$ cat config.mk
export PLATFORM = sky130hd
export DESIGN_NAME = ahb_uart_fifo
export DESIGN_NICKNAME = d
export VERILOG_FILES = /design/src/rtl/ahb_uart_fifo_pkg.sv /design/src/rtl/ahb_uart_fifo_sync.sv /design/src/rtl/ahb_uart_fifo.sv
export SDC_FILE = /design/constraint.sdc
export NUM_CORES = 1
export LEC_CHECK = 0
export BUFFER_PORTS_ARGS = -buffer_cell sky130_fd_sc_hd__buf_4
export CAP_MARGIN = 0
export CELL_PAD_IN_SITES_DETAIL_PLACEMENT = 1
export CELL_PAD_IN_SITES_GLOBAL_PLACEMENT = 1
export CORE_AREA = 3 3 155 157
export CTS_BUF_LIST = sky130_fd_sc_hd__clkbuf_8
export DETAILED_ROUTE_END_ITERATION = 8
export DIE_AREA = 0 0 158 160
export PLACE_DENSITY = 0.93
export SLEW_MARGIN = 15
export SYNTH_ARGS = -nofsm -noshare
export SYNTH_HDL_FRONTEND = slang
export SYNTH_SLANG_ARGS = --single-unit
$ cat constraint.sdc
create_clock -name hclk -period 4.3 [get_ports hclk]
set_input_delay 0.645 -clock hclk [delete_from_list [all_inputs] [get_ports hclk]]
set_output_delay 0.645 -clock hclk [all_outputs]
set_load 0.01 [all_outputs]
$ cat src/rtl/ahb_uart_fifo_pkg.sv
// ahb_uart_fifo_pkg: register map, CTRL/STAT bit positions, UART FSM states and parity helper
package ahb_uart_fifo_pkg;
  localparam logic [1:0] REG_DATA = 2'd0;
  localparam logic [1:0] REG_CTRL = 2'd1;
  localparam logic [1:0] REG_STAT = 2'd2;
  localparam logic [1:0] REG_BAUD = 2'd3;
  localparam int CTRL_TX_EN   = 0;
  localparam int CTRL_RX_EN   = 1;
  localparam int CTRL_PAR_EN  = 2;
  localparam int CTRL_PAR_ODD = 3;
  localparam int CTRL_RXNE_IE = 4;
  localparam int CTRL_TXE_IE  = 5;
  localparam int STAT_RX_OVR  = 5;
  localparam int STAT_PAR_ERR = 6;
  localparam int STAT_TX_OVF  = 7;
  typedef enum logic [2:0] {S_IDLE, S_START, S_DATA, S_PARITY, S_STOP} uart_state_t;
  function automatic logic parity(input logic [7:0] d, input logic odd);
    return ^d ^ odd;
  endfunction
endpackage

$ cat src/rtl/ahb_uart_fifo_sync.sv
// uart_sync_fifo: single-clock FIFO with first-word-fall-through head output
module uart_sync_fifo #(
  parameter int WIDTH = 8,
  parameter int DEPTH = 8
) (
  input  logic             clk,
  input  logic             rst,
  input  logic             push,
  input  logic             pop,
  input  logic [WIDTH-1:0] din,
  output logic [WIDTH-1:0] dout,
  output logic             full,
  output logic             empty
);
  localparam int AW = $clog2(DEPTH);
  logic [WIDTH-1:0] mem [DEPTH];
  logic [AW-1:0] wp, rp;
  logic [AW:0] cnt;
  logic do_push, do_pop;
  assign full = cnt == (AW+1)'(DEPTH);
  assign empty = cnt == '0;
  assign dout = mem[rp];
  assign do_push = push & ~full;
  assign do_pop = pop & ~empty;
  always_ff @(posedge clk)
    if (do_push) mem[wp] <= din;
  always_ff @(posedge clk) begin
    if (rst) begin
      wp <= '0;
      rp <= '0;
      cnt <= '0;
    end else begin
      if (do_push) wp <= wp + 1'b1;
      if (do_pop) rp <= rp + 1'b1;
      cnt <= cnt + {{AW{1'b0}}, do_push} - {{AW{1'b0}}, do_pop};
    end
  end
endmodule

$ cat src/rtl/ahb_uart_fifo.sv
// ahb_uart_fifo: zero-wait AHB-Lite UART with TX/RX FIFOs, programmable baud, parity,
// sticky error flags and a registered level interrupt
module ahb_uart_fifo #(
  parameter int          FIFO_DEPTH = 8,
  parameter int          DIV_W      = 16,
  parameter int unsigned DIV_RST    = 7
) (
  input  logic        hclk,
  input  logic        hreset,
  input  logic        hsel_i,
  input  logic        hwrite_i,
  input  logic        hready_i,
  input  logic [2:0]  hsize_i,
  input  logic [2:0]  hburst_i,
  input  logic [1:0]  htrans_i,
  input  logic [31:0] hwdata_i,
  input  logic [31:0] haddr_i,
  output logic        hreadyout_o,
  output logic        hresp_o,
  output logic [31:0] hrdata_o,
  output logic        tx,
  input  logic        rx,
  output logic        irq_o
);
  import ahb_uart_fifo_pkg::*;
  logic ap_valid, ap_write;
  logic [1:0] ap_addr;
  logic [5:0] ctrl;
  logic [DIV_W-1:0] baud, rx_half;
  logic rx_ovr, par_err, tx_ovf, irq_q;
  logic wr_data, wr_ctrl, wr_stat, wr_baud, rd_data;
  logic tx_full, tx_empty, rx_full, rx_empty, tx_pop, rx_push, rx_ovr_set, par_err_set;
  logic [7:0] tx_dout, rx_dout;
  uart_state_t tx_state, tx_state_n, rx_state, rx_state_n;
  logic [DIV_W-1:0] tx_cnt, tx_cnt_n, rx_cnt, rx_cnt_n;
  logic [7:0] tx_sh, tx_sh_n, rx_sh, rx_sh_n;
  logic [2:0] tx_bit, tx_bit_n, rx_bit, rx_bit_n;
  logic tx_par, tx_par_n, rx_pbit, rx_pbit_n, tx_tick, rx_tick;
  logic rx_s1, rx_s2, rx_s3;
  logic unused_ok;
  assign unused_ok = ^{hsize_i, hburst_i, htrans_i[0], haddr_i[31:4], haddr_i[1:0], hwdata_i[31:8]};
  assign hreadyout_o = 1'b1;
  assign hresp_o = 1'b0;
  assign irq_o = irq_q;
  assign wr_data = ap_valid & ap_write & (ap_addr == REG_DATA);
  assign wr_ctrl = ap_valid & ap_write & (ap_addr == REG_CTRL);
  assign wr_stat = ap_valid & ap_write & (ap_addr == REG_STAT);
  assign wr_baud = ap_valid & ap_write & (ap_addr == REG_BAUD);
  assign rd_data = ap_valid & ~ap_write & (ap_addr == REG_DATA);
  always_comb begin
    hrdata_o = '0;
    if (ap_valid && !ap_write)
      case (ap_addr)
        REG_DATA: hrdata_o[7:0] = rx_empty ? 8'h00 : rx_dout;
        REG_CTRL: hrdata_o[5:0] = ctrl;
        REG_STAT: hrdata_o[7:0] = {tx_ovf, par_err, rx_ovr, tx_state != S_IDLE, rx_empty, rx_full, tx_empty, tx_full};
        default:  hrdata_o[DIV_W-1:0] = baud;
      endcase
  end
  always_ff @(posedge hclk) begin
    if (hreset) begin
      ap_valid <= 1'b0;
      ap_write <= 1'b0;
      ap_addr <= '0;
      ctrl <= '0;
      baud <= DIV_W'(DIV_RST);
      rx_ovr <= 1'b0;
      par_err <= 1'b0;
      tx_ovf <= 1'b0;
      irq_q <= 1'b0;
    end else begin
      ap_valid <= hsel_i & hready_i & htrans_i[1];
      ap_write <= hwrite_i;
      ap_addr <= haddr_i[3:2];
      if (wr_ctrl) ctrl <= hwdata_i[5:0];
      if (wr_baud) baud <= hwdata_i[DIV_W-1:0];
      rx_ovr <= rx_ovr_set | (rx_ovr & ~(wr_stat & hwdata_i[STAT_RX_OVR]));
      par_err <= par_err_set | (par_err & ~(wr_stat & hwdata_i[STAT_PAR_ERR]));
      tx_ovf <= (wr_data & tx_full) | (tx_ovf & ~(wr_stat & hwdata_i[STAT_TX_OVF]));
      irq_q <= (ctrl[CTRL_RXNE_IE] & ~rx_empty) | (ctrl[CTRL_TXE_IE] & tx_empty) | rx_ovr | par_err;
    end
  end
  uart_sync_fifo #(.WIDTH(8), .DEPTH(FIFO_DEPTH)) u_tx_fifo (
    .clk(hclk), .rst(hreset), .push(wr_data), .pop(tx_pop), .din(hwdata_i[7:0]),
    .dout(tx_dout), .full(tx_full), .empty(tx_empty)
  );
  uart_sync_fifo #(.WIDTH(8), .DEPTH(FIFO_DEPTH)) u_rx_fifo (
    .clk(hclk), .rst(hreset), .push(rx_push), .pop(rd_data), .din(rx_sh),
    .dout(rx_dout), .full(rx_full), .empty(rx_empty)
  );
  // Bit timers reload from the live divisor only at bit boundaries
  assign tx_tick = tx_cnt == '0;
  assign rx_tick = rx_cnt == '0;
  assign rx_half = (baud == '0) ? '0 : (baud - 1'b1) >> 1;
  assign tx = (tx_state == S_START) ? 1'b0 : (tx_state == S_DATA) ? tx_sh[0] : (tx_state == S_PARITY) ? tx_par : 1'b1;
  always_comb begin
    tx_pop = ctrl[CTRL_TX_EN] & ~tx_empty & ((tx_state == S_IDLE) | ((tx_state == S_STOP) & tx_tick));
    tx_state_n = tx_state;
    tx_cnt_n = tx_tick ? baud : tx_cnt - 1'b1;
    tx_sh_n = tx_sh;
    tx_bit_n = tx_bit;
    tx_par_n = tx_par;
    if (tx_pop) begin
      tx_state_n = S_START;
      tx_cnt_n = baud;
      tx_sh_n = tx_dout;
      tx_par_n = parity(tx_dout, ctrl[CTRL_PAR_ODD]);
    end else if (tx_tick)
      case (tx_state)
        S_START: begin
          tx_state_n = S_DATA;
          tx_bit_n = '0;
        end
        S_DATA: begin
          tx_sh_n = tx_sh >> 1;
          tx_bit_n = tx_bit + 1'b1;
          if (&tx_bit) tx_state_n = ctrl[CTRL_PAR_EN] ? S_PARITY : S_STOP;
        end
        S_PARITY: tx_state_n = S_STOP;
        S_STOP:   tx_state_n = S_IDLE;
        default:  tx_state_n = S_IDLE;
      endcase
  end
  always_comb begin
    rx_state_n = rx_state;
    rx_cnt_n = rx_tick ? baud : rx_cnt - 1'b1;
    rx_sh_n = rx_sh;
    rx_bit_n = rx_bit;
    rx_pbit_n = rx_pbit;
    rx_push = 1'b0;
    rx_ovr_set = 1'b0;
    par_err_set = 1'b0;
    case (rx_state)
      S_IDLE: if (ctrl[CTRL_RX_EN] & rx_s3 & ~rx_s2) begin
        rx_state_n = S_START;
        rx_cnt_n = rx_half;
      end
      S_START: if (rx_tick) begin
        rx_state_n = rx_s2 ? S_IDLE : S_DATA;
        rx_bit_n = '0;
      end
      S_DATA: if (rx_tick) begin
        rx_sh_n = {rx_s2, rx_sh[7:1]};
        rx_bit_n = rx_bit + 1'b1;
        if (&rx_bit) rx_state_n = ctrl[CTRL_PAR_EN] ? S_PARITY : S_STOP;
      end
      S_PARITY: if (rx_tick) begin
        rx_pbit_n = rx_s2;
        rx_state_n = S_STOP;
      end
      S_STOP: if (rx_tick) begin
        rx_state_n = S_IDLE;
        rx_push = rx_s2 & ~rx_full;
        rx_ovr_set = rx_s2 & rx_full;
        par_err_set = rx_s2 & ctrl[CTRL_PAR_EN] & (rx_pbit != parity(rx_sh, ctrl[CTRL_PAR_ODD]));
      end
      default: rx_state_n = S_IDLE;
    endcase
  end
  always_ff @(posedge hclk) begin
    if (hreset) begin
      tx_state <= S_IDLE;
      tx_cnt <= '0;
      tx_sh <= '0;
      tx_bit <= '0;
      tx_par <= 1'b0;
      rx_state <= S_IDLE;
      rx_cnt <= '0;
      rx_sh <= '0;
      rx_bit <= '0;
      rx_pbit <= 1'b0;
      {rx_s1, rx_s2, rx_s3} <= 3'b111;
    end else begin
      tx_state <= tx_state_n;
      tx_cnt <= tx_cnt_n;
      tx_sh <= tx_sh_n;
      tx_bit <= tx_bit_n;
      tx_par <= tx_par_n;
      rx_state <= rx_state_n;
      rx_cnt <= rx_cnt_n;
      rx_sh <= rx_sh_n;
      rx_bit <= rx_bit_n;
      rx_pbit <= rx_pbit_n;
      {rx_s1, rx_s2, rx_s3} <= {rx, rx_s1, rx_s2};
    end
  end
endmodule

* After elaboration in Yosys (flattened, before gate mapping)
Memory sizes are Yosys's and may differ from the RTL's. A register that Yosys moved wholly into a read port is not among the register bits. Index checks and enable logic that the tools add are counted.
Word-level totals: register bits after elaboration 115, memory bits (writable) 128, input port bits 78, output and inout port bits 36, word-level logic and storage cells 192, memories kept 2
Cells by class: $add $sub $neg 13, equal/unequal tests 22, mux-type cells 47, bitwise operators 50, reduce and logical (&&, ||, !) cells 29
Memory list:
- u_rx_fifo.mem | depth 8, width 8, rd ports 1, clocked after Yosys merged registers in 1, wr ports 1, RTL line ahb_uart_fifo_sync.sv:16 | logic [WIDTH-1:0] mem [DEPTH];
- u_tx_fifo.mem | depth 8, width 8, rd ports 1, clocked after Yosys merged registers in 1, wr ports 1, RTL line ahb_uart_fifo_sync.sv:16
Operator list (count):
- two-way mux 16 bit | 6
- logical NOT 16 bit | 3
- subtractor 16 x 1 -> 16 bit, second input constant | 3
- two-way mux 8 bit | 5
- two-way mux 3 bit | 13
- bitwise AND 1 bit | 31
- adder 3 x 1 -> 3 bit, second input constant | 6
- case mux 6 bit (3 select lines) | 1
- parity 8 bit | 2
- two-way mux 1 bit | 15
- two-way mux 15 bit | 1
- case mux 3 bit (5 select lines) | 1
- equality test 3 x 2 -> 1 bit, second input constant | 4
- inequality test 2 bit, second input constant | 6
- case mux 3 bit (2 select lines) | 2
- AND reduction 3 bit | 4
- inverter 1 bit | 10
- AND reduction 2 bit | 5
- case mux 3 bit (3 select lines) | 1
- adder 4 x 1 -> 4 bit | 2
- equality test 4 bit, second input constant | 2
- logical NOT 4 bit | 2
- nonzero test 2 bit | 4
- subtractor 4 x 1 -> 4 bit | 2
- 19 further kinds | 30

* Logic depth before layout (Yosys ltp)
Gate-level depths: netlist of the first run.
depth in word-level cells 8, depth in mapped cells 14, gate-level depth less buffers 13

* By module
Synthesis of the first run repeated with hierarchy kept, for this count alone.
Unflattened totals: cells, all modules 1014, area total of the unflattened synthesis 11702.5 µm²
Modules (own cells, without submodules):
- uart_sync_fifo | instances 2, cells an instance 174, area an instance 3180.6 µm², sequential area each 2182.1 µm²
- ahb_uart_fifo | instances 1, cells an instance 666, area an instance 5341.4 µm², sequential area each 1901.8 µm²

* Least setup slack after synthesis of the first run
Ideal clock, no wire load.
path type reg2reg, start point register rx_cnt[0], end point memory u_rx_fifo.mem[0][0] (enable), setup time 0.383 ns, data arrival time 2.619 ns, required time 3.917 ns, slack 1.297 ns, stages on the path, launching flop included 10, path buffers 0, period minus slack after synthesis 3.003 ns, cell sequence dfxtp_1 inv_1 ha_1 nor3b_1 and2_1 nand2_1 or4_4 inv_1 nand2b_1 nor3_1
On the way: word-level cells in the longest chain between the ends 6
RTL lines:
- start, declared | RTL line ahb_uart_fifo.sv:35 | logic [DIV_W-1:0] tx_cnt, tx_cnt_n, rx_cnt, rx_cnt_n;
- start signal, assigned | RTL line ahb_uart_fifo.sv:180 | rx_cnt <= rx_cnt_n;
- logical NOT 16 bit | RTL line ahb_uart_fifo.sv:93 | assign rx_tick = rx_cnt == '0;
- two-way mux 1 bit | RTL line ahb_uart_fifo.sv:151 | S_STOP: if (rx_tick) begin
- two-way mux 1 bit | RTL line ahb_uart_fifo.sv:133 | case (rx_state)
- bitwise AND 1 bit | RTL line ahb_uart_fifo_sync.sv:23 | assign do_push = push & ~full;
- named net u_rx_fifo.do_push | RTL line ahb_uart_fifo_sync.sv:19 | logic do_push, do_pop;
- two-way mux 1 bit | RTL line ahb_uart_fifo_sync.sv:26 | if (do_push) mem[wp] <= din;
- two-way mux 1 bit (not written as such) | RTL line ahb_uart_fifo_sync.sv:26
- end, declared | RTL line ahb_uart_fifo_sync.sv:16
The timed path passes the listed nets, and every way through them passes these cells.

* Final worst setup path of the first run
start point register tx_cnt[0], end point register u_tx_fifo.cnt[1]
On the way: word-level cells in the longest chain between the ends 6
RTL lines:
- start, declared | RTL line ahb_uart_fifo.sv:35
- start signal, assigned | RTL line ahb_uart_fifo.sv:175 | tx_cnt <= tx_cnt_n;
- logical NOT 16 bit | RTL line ahb_uart_fifo.sv:92 | assign tx_tick = tx_cnt == '0;
- bitwise AND 1 bit | RTL line ahb_uart_fifo.sv:97 | tx_pop = ctrl[CTRL_TX_EN] & ~tx_empty & ((tx_state == S_IDLE) | ((tx_state == S_STOP) & tx_tick));
- bitwise OR 1 bit | RTL line ahb_uart_fifo.sv:97
- bitwise AND 1 bit | RTL line ahb_uart_fifo.sv:97
- bitwise AND 1 bit | RTL line ahb_uart_fifo_sync.sv:24 | assign do_pop = pop & ~empty;
- subtractor 4 x 1 -> 4 bit | RTL line ahb_uart_fifo_sync.sv:35 | cnt <= cnt + {{AW{1'b0}}, do_push} - {{AW{1'b0}}, do_pop};
- end signal, assigned | RTL line ahb_uart_fifo_sync.sv:35
- end, declared | RTL line ahb_uart_fifo_sync.sv:18 | logic [AW:0] cnt;
No other way between the ends. A chain may end at the register's enable or synchronous reset.

==> impl_metrics.json, run 1 <==
{
  "fmax_mhz": 279,
  "area_delta_synth_final_pct": 12.6,
  "final_common_cell": "edfxtp_1",
  "end_kind": "flip-flop",
  "switching_power_mw": 1.61,
  "layout-drive-gt1-share": 0.171,
  "r2r-end": "u_tx_fifo.cnt[1]",
  "synth_area_um2": 11100,
  "whs_path_depth": 2,
  "grt_setup_unrepaired": "false",
  "skew_ps": 21.5,
  "multiInputGateArea_um2": 4450,
  "num_vias": 7797,
  "async_flop_share": 0,
  "cts_setup_buffers": 0,
  "register_area_um2": 6270,
  "ys.warnings.count": 0,
  "synth.distinct_cells": 58,
  "p_leak_nw": 4.48,
  "synth_flop_cell": "edfxtp_1",
  "pin_count": 114,
  "path_buf_inv": 3,
  "std_cell_rows": 55,
  "slew_headroom": 0.274,
  "die_w_um": 158,
  "critPathArrivalTime_ps": 3960,
  "routedWlPerCell_um": 22.4,
  "r2r_cells": 11,
  "clkLatencyLatePin_ps": 540,
  "antenna_found_initial": 0,
  "hold_end": "rx_s1",
  "switching_share": 0.281,
  "hp-class": "in -> reg",
  "worstPathRequired_ps": 4680,
  "final_cell_mix": "edfxtp_1, dfxtp_1, nand2_1",
  "synthCells": 959,
  "fin_crit_ps": 3580,
  "drt_iter0_drc": 629,
  "setup_viol_count_final": 0,
  "yosysTopAreaCell": "edfxtp_1",
  "critPathLaunchType": "flip-flop",
  "clk_pin_slew_ps": 60,
  "syn-mean-instance-area_um2": 11.6,
  "grt_max_degree": 86,
  "overflow": 0,
  "finalNetCount": 1115,
  "cts.sinks": 249,
  "postCtsHoldBufs": 0,
  "cts_buffers": 43,
  "worst_slack_ps": 720,
  "first_global_vias": 8448,
  "ys_ff_latch": 249,
  "max_cap_violations": 0,
  "ys_seq_area_frac": 0.564,
  "start_util": 0.491,
  "status": "finished, final reports clean",
  "ant_nets": 0,
  "worstHoldStart": "rx",
  "ctsResizeCount": 0,
  "holdWs_ps": 302,
  "dieArea_um2": 25300,
  "viasPerCell": 5.86,
  "reg2reg_slack_ps": 720,
  "reg2reg_from": "tx_cnt[0]",
  "portBuffers": 42,
  "synth_top_area_share": 0.346,
  "power_frac_seq": 0.477,
  "pwr-share-comb": 0.159,
  "firstDrtPassIters": 7,
  "num-fill-cells": 2340,
  "place_congestion": 0.828,
  "diodes": 0,
  "post-dp-hpwl_um": 19600,
  "worst_slew_pin_slew_ps": 1090,
  "cpLargestDelayFamily": "adder cells",
  "drc": 0,
  "final_util": 0.553,
  "core_area_um2": 22600,
  "power_density_nw_per_um2": 458,
  "synth_edf_count": 128,
  "synth.area.top_cells": "edfxtp_1, dfxtp_1, mux4_2",
  "fin_crit_sh": 0.833,
  "cts_root_buf": "clkbuf_8",
  "grt_util_all_layers": 0.240,
  "p_int_mw": 4.12,
  "worstSetupPathType": "reg -> reg",
  "dp_worst_setup_slack_ps": 749,
  "clk_path_buf_depth": 3,
  "die_h_um": 160,
  "tritoncts": "yes",
  "tns_ps": 0,
  "peakVddDrop_v": 0.000230,
  "slowest_stage": "a21o_1",
  "clkPwrFrac": 0.365,
  "path_cells": "inv_1 -> ha_1 -> nor4b_1 -> nand4_1 -> a21o_1 -> inv_1 -> ha_1 -> inv_1 -> ha_1 -> fa_1 -> nor2b_1",
  "grt_pass1_wl_um": 47200,
  "htree_levels": 2,
  "max_stage_delay_ps": 480,
  "slew_viol_final": 0,
  "cp_max_fo": 13,
  "wl_um": 29800,
  "final-hold-violation-count": 0
}
[flip-flops by register name, indices dropped and copies added, names as in the netlist, 4 cells and up, named ones only]
register and count:
baud 16, ctrl 6, rx_cnt 16, rx_sh 8, tx_cnt 16, tx_sh 8
u_rx_fifo.cnt 4, u_rx_fifo.mem 64, u_tx_fifo.cnt 4, u_tx_fifo.mem 64
[worst register-to-register path: cells and delay by family, from the launching register on]
family          cells  cell delay (ps)
compound gates      1              480
fa+ha+maj           4             1120
buf+inv             3              560
flops               1              340
simple gates        3              930
[layout make-up]
cell class / instances / share of cell area
timing repair buffer: 63 / 0.0378
multi-input combinational: 626 / 0.356
sequential: 249 / 0.501
clock buffer: 55 / 0.0605
inverter: 29 / 0.00870
clock inverter: 23 / 0.00770
tap: 285 / 0.0285
[routing by layer]
metal / wire length, um / track usage
met5: 0 / 0
met4: 1060 / 0.0923
met3: 1490 / 0.0431
met2: 15100 / 0.412
met1: 12100 / 0.302
[Yosys cell counts, types with 20 or more instances]
| cell | n |
|---|---|
| o21ai_0 | 22 |
| a211oi_1 | 25 |
| dfxtp_1 | 121 |
| nor2_1 | 100 |
| clkbuf_1 | 42 |
| edfxtp_1 | 128 |
| buf_4 | 20 |
| ha_1 | 23 |
| xnor2_1 | 35 |
| mux4_2 | 32 |
| nand2_1 | 104 |
| a21oi_1 | 55 |
| inv_1 | 29 |
| mux2i_1 | 20 |
[power by group through the flow]
stage          combinational (mW)  sequential [mW]  clock, mW
3_3_place_gp                0.799             2.76          0
2_1_floorplan               0.679             2.73          0
6_report                    0.909             2.73       2.09
4_1_cts                     0.900             2.73       2.12
3_5_place_dp                0.853             2.77          0
5_1_grt                     0.999             2.74       2.25
[per-stage QoR]
| step | power (mW) | instances | cell area [um2] |
|---|---|---|---|
| finish | 5.73 | 1330 | 12500 |
| detailed placement | 3.62 | 1252 | 11700 |
| floorplan | 3.41 | 975 | 11200 |
| global placement | 3.56 | 1252 | 11700 |
| CTS | 5.75 | 1330 | 12500 |
| global route | 6.00 | 1330 | 12500 |
[kinds of logic after synthesis]
group / count (synthesis) / share of synthesized area
buffers and inverters: 100 / 0.0411
xor gates and xnor gates: 57 / 0.0499
other: 2 / 0.000676
AOI/OAI and AO/OA: 148 / 0.0834
adders and majority gates: 25 / 0.0295
muxes: 65 / 0.0960
and+or+nand+nor: 313 / 0.136
DFF: 249 / 0.564
[how the worst max path moves through the flow]
stage,from,endpoint,slack [ps],depth (start not counted)
4_1_cts,tx_cnt[0],u_tx_fifo.cnt[1],700,11
2_1_floorplan,rx_cnt[0],u_rx_fifo.mem[0][0],1300,9
6_report,tx_cnt[0],u_tx_fifo.cnt[1],720,11
3_3_place_gp,tx_cnt[0],u_tx_fifo.cnt[1],980,11
5_1_grt,tx_cnt[0],u_tx_fifo.cnt[3],430,13
3_5_place_dp,tx_cnt[0],u_tx_fifo.cnt[1],750,11
(Power assumes the default switching activity.)
==> inputs of run 2 (changes only) <==
==> constraint.sdc (replaced) <==
create_clock -name hclk -period 3.5 [get_ports hclk]
set_input_delay 0.525 -clock hclk [delete_from_list [all_inputs] [get_ports hclk]]
set_output_delay 0.525 -clock hclk [all_outputs]
set_load 0.01 [all_outputs]
==> impl_metrics.json, run 2 (synthesis gave the netlist of run 1 again) <==
{
  "setup_viol_count_final": 0,
  "viasPerCell": 5.82,
  "postCtsHoldBufs": 0,
  "cts_buffers": 42,
  "tns_ps": 0,
  "num-fill-cells": 2377,
  "drc": 0,
  "overflow": 0,
  "p_leak_nw": 4.53,
  "r2r-end": "u_tx_fifo.cnt[2]",
  "end_kind": "output pin",
  "die_w_um": 158,
  "portBuffers": 42,
  "critPathLaunchType": "flip-flop",
  "final_cell_count_no_fill": 1341,
  "reg2reg_slack_ps": 260,
  "path_cells": "buf_4 -> mux4_2 -> mux2_2 -> nand2_1 -> a31oi_1 -> buf_4",
  "ctsResizeCount": 0,
  "finalNetCount": 1125,
  "hold_end": "rx_s1",
  "cts.sinks": 249,
  "slew_headroom": 0.294,
  "whs_path_depth": 2,
  "diodes": 0,
  "antenna_found_initial": 0,
  "fin_crit_sh": 0.932,
  "cp_max_fo": 9,
  "cts_root_buf": "clkbuf_8",
  "ant_nets": 0,
  "grt_setup_unrepaired": "false",
  "reg2reg_from": "u_tx_fifo.cnt[2]",
  "worstSetupPathType": "reg -> out",
  "dpl.cell_count": 1263,
  "clk_pin_slew_ps": 60,
  "tritoncts": "yes",
  "start_util": 0.491,
  "worst_slew_pin_slew_ps": 1060,
  "worstHoldStart": "rx",
  "layout-drive-gt1-share": 0.184,
  "hp-class": "in -> reg",
  "area_delta_synth_final_pct": 13.5,
  "dieArea_um2": 25300,
  "status": "finished, final reports clean",
  "clk_path_buf_depth": 3,
  "fmax_mhz": 307,
  "power_density_nw_per_um2": 569,
  "post-dp-hpwl_um": 19700,
  "final_common_cell": "edfxtp_1",
  "slowest_stage": "dfxtp_1",
  "core_area_um2": 22600,
  "grt_max_degree": 76,
  "r2r_cells": 12,
  "drt_iter0_drc": 622,
  "peakVddDrop_v": 0.000366,
  "slew_viol_final": 0,
  "skew_ps": 29.8,
  "wl_um": 29800,
  "num_vias": 7808,
  "firstDrtPassIters": 5,
  "cp_common_cell": "buf_4",
  "routedWlPerCell_um": 22.2,
  "max_stage_delay_ps": 630,
  "dp_worst_setup_slack_ps": 387,
  "clkLatencyLatePin_ps": 550,
  "cts_setup_buffers": 0,
  "worstPathRequired_ps": 2970,
  "cpLargestDelayFamily": "multiplexers",
  "std_cell_rows": 55,
  "grt_util_all_layers": 0.238,
  "first_global_vias": 8416,
  "critPathArrivalTime_ps": 2740,
  "grt_pass1_wl_um": 47100,
  "die_h_um": 160,
  "final_cell_mix": "edfxtp_1, dfxtp_1, nand2_1",
  "pin_count": 114,
  "path_buf_inv": 2,
  "reg_top3": "u_rx_fifo.mem (64), u_tx_fifo.mem (64)",
  "htree_levels": 2,
  "fin_crit_ps": 3260,
  "place_congestion": 0.831,
  "worst_slack_ps": 238,
  "max_cap_violations": 0,
  "final-hold-violation-count": 0
}
[run 2: cell types whose count changed in the layout (fill, tap and decap cells not counted), sizes merged]
cell / change
clkbuf: -7
clkinv: +10
bufinv: +3
inv: -6
buf: +11
[run 2: per-stage QoR]
step | area [um2] | hold WS (ps) | power, mW | utilization
2_1_floorplan | 11200 | 389 | 4.19 | -
3_3_place_gp | 11700 | 404 | 4.40 | 0.518
4_1_cts | 12600 | 143 | 7.21 | 0.557
3_5_place_dp | 11700 | 412 | 4.48 | 0.518
5_1_grt | 12600 | 163 | 7.50 | 0.557
6_report | 12600 | 171 | 7.17 | 0.557
[run 2: how the worst max path moves through the flow]
stage               slack (ps)                   to  cells past startpoint
detailed placement         390     u_tx_fifo.cnt[3]                     13
global route                20          hrdata_o[5]                      6
floorplan                  500  u_rx_fifo.mem[0][0]                      9
CTS                        180          hrdata_o[5]                      6
finish                     240          hrdata_o[3]                      6
global placement           540     u_tx_fifo.cnt[2]                     12
[run 2: final cells by class]
class / instances / area [um2] / area share
well taps: 285 / 357 / 0.0283
clock inverters: 30 / 219 / 0.0174
repair buffers: 74 / 556 / 0.0440
flip-flops and latches: 249 / 6270 / 0.497
clock buffers: 48 / 661 / 0.0524
inverters: 29 / 109 / 0.00863
multi-input cells: 626 / 4450 / 0.353
[run 2: where the power goes]
part	total [mW]	internal [mW]	switching, mW
Clock	2.69	1.49	1.20
Sequential	3.35	3.19	0.164
Combinational	1.13	0.482	0.648
Total	7.17	5.16	2.01
[run 2: per-layer routing]
layer  global-route usage  part of all wire  up-vias
li1                     -                 -     3552
met1                0.298              0.40     3927
met3               0.0409             0.050       74
met2                0.415              0.51      255
met5              0.00198                 0        -
met4               0.0817             0.031        0
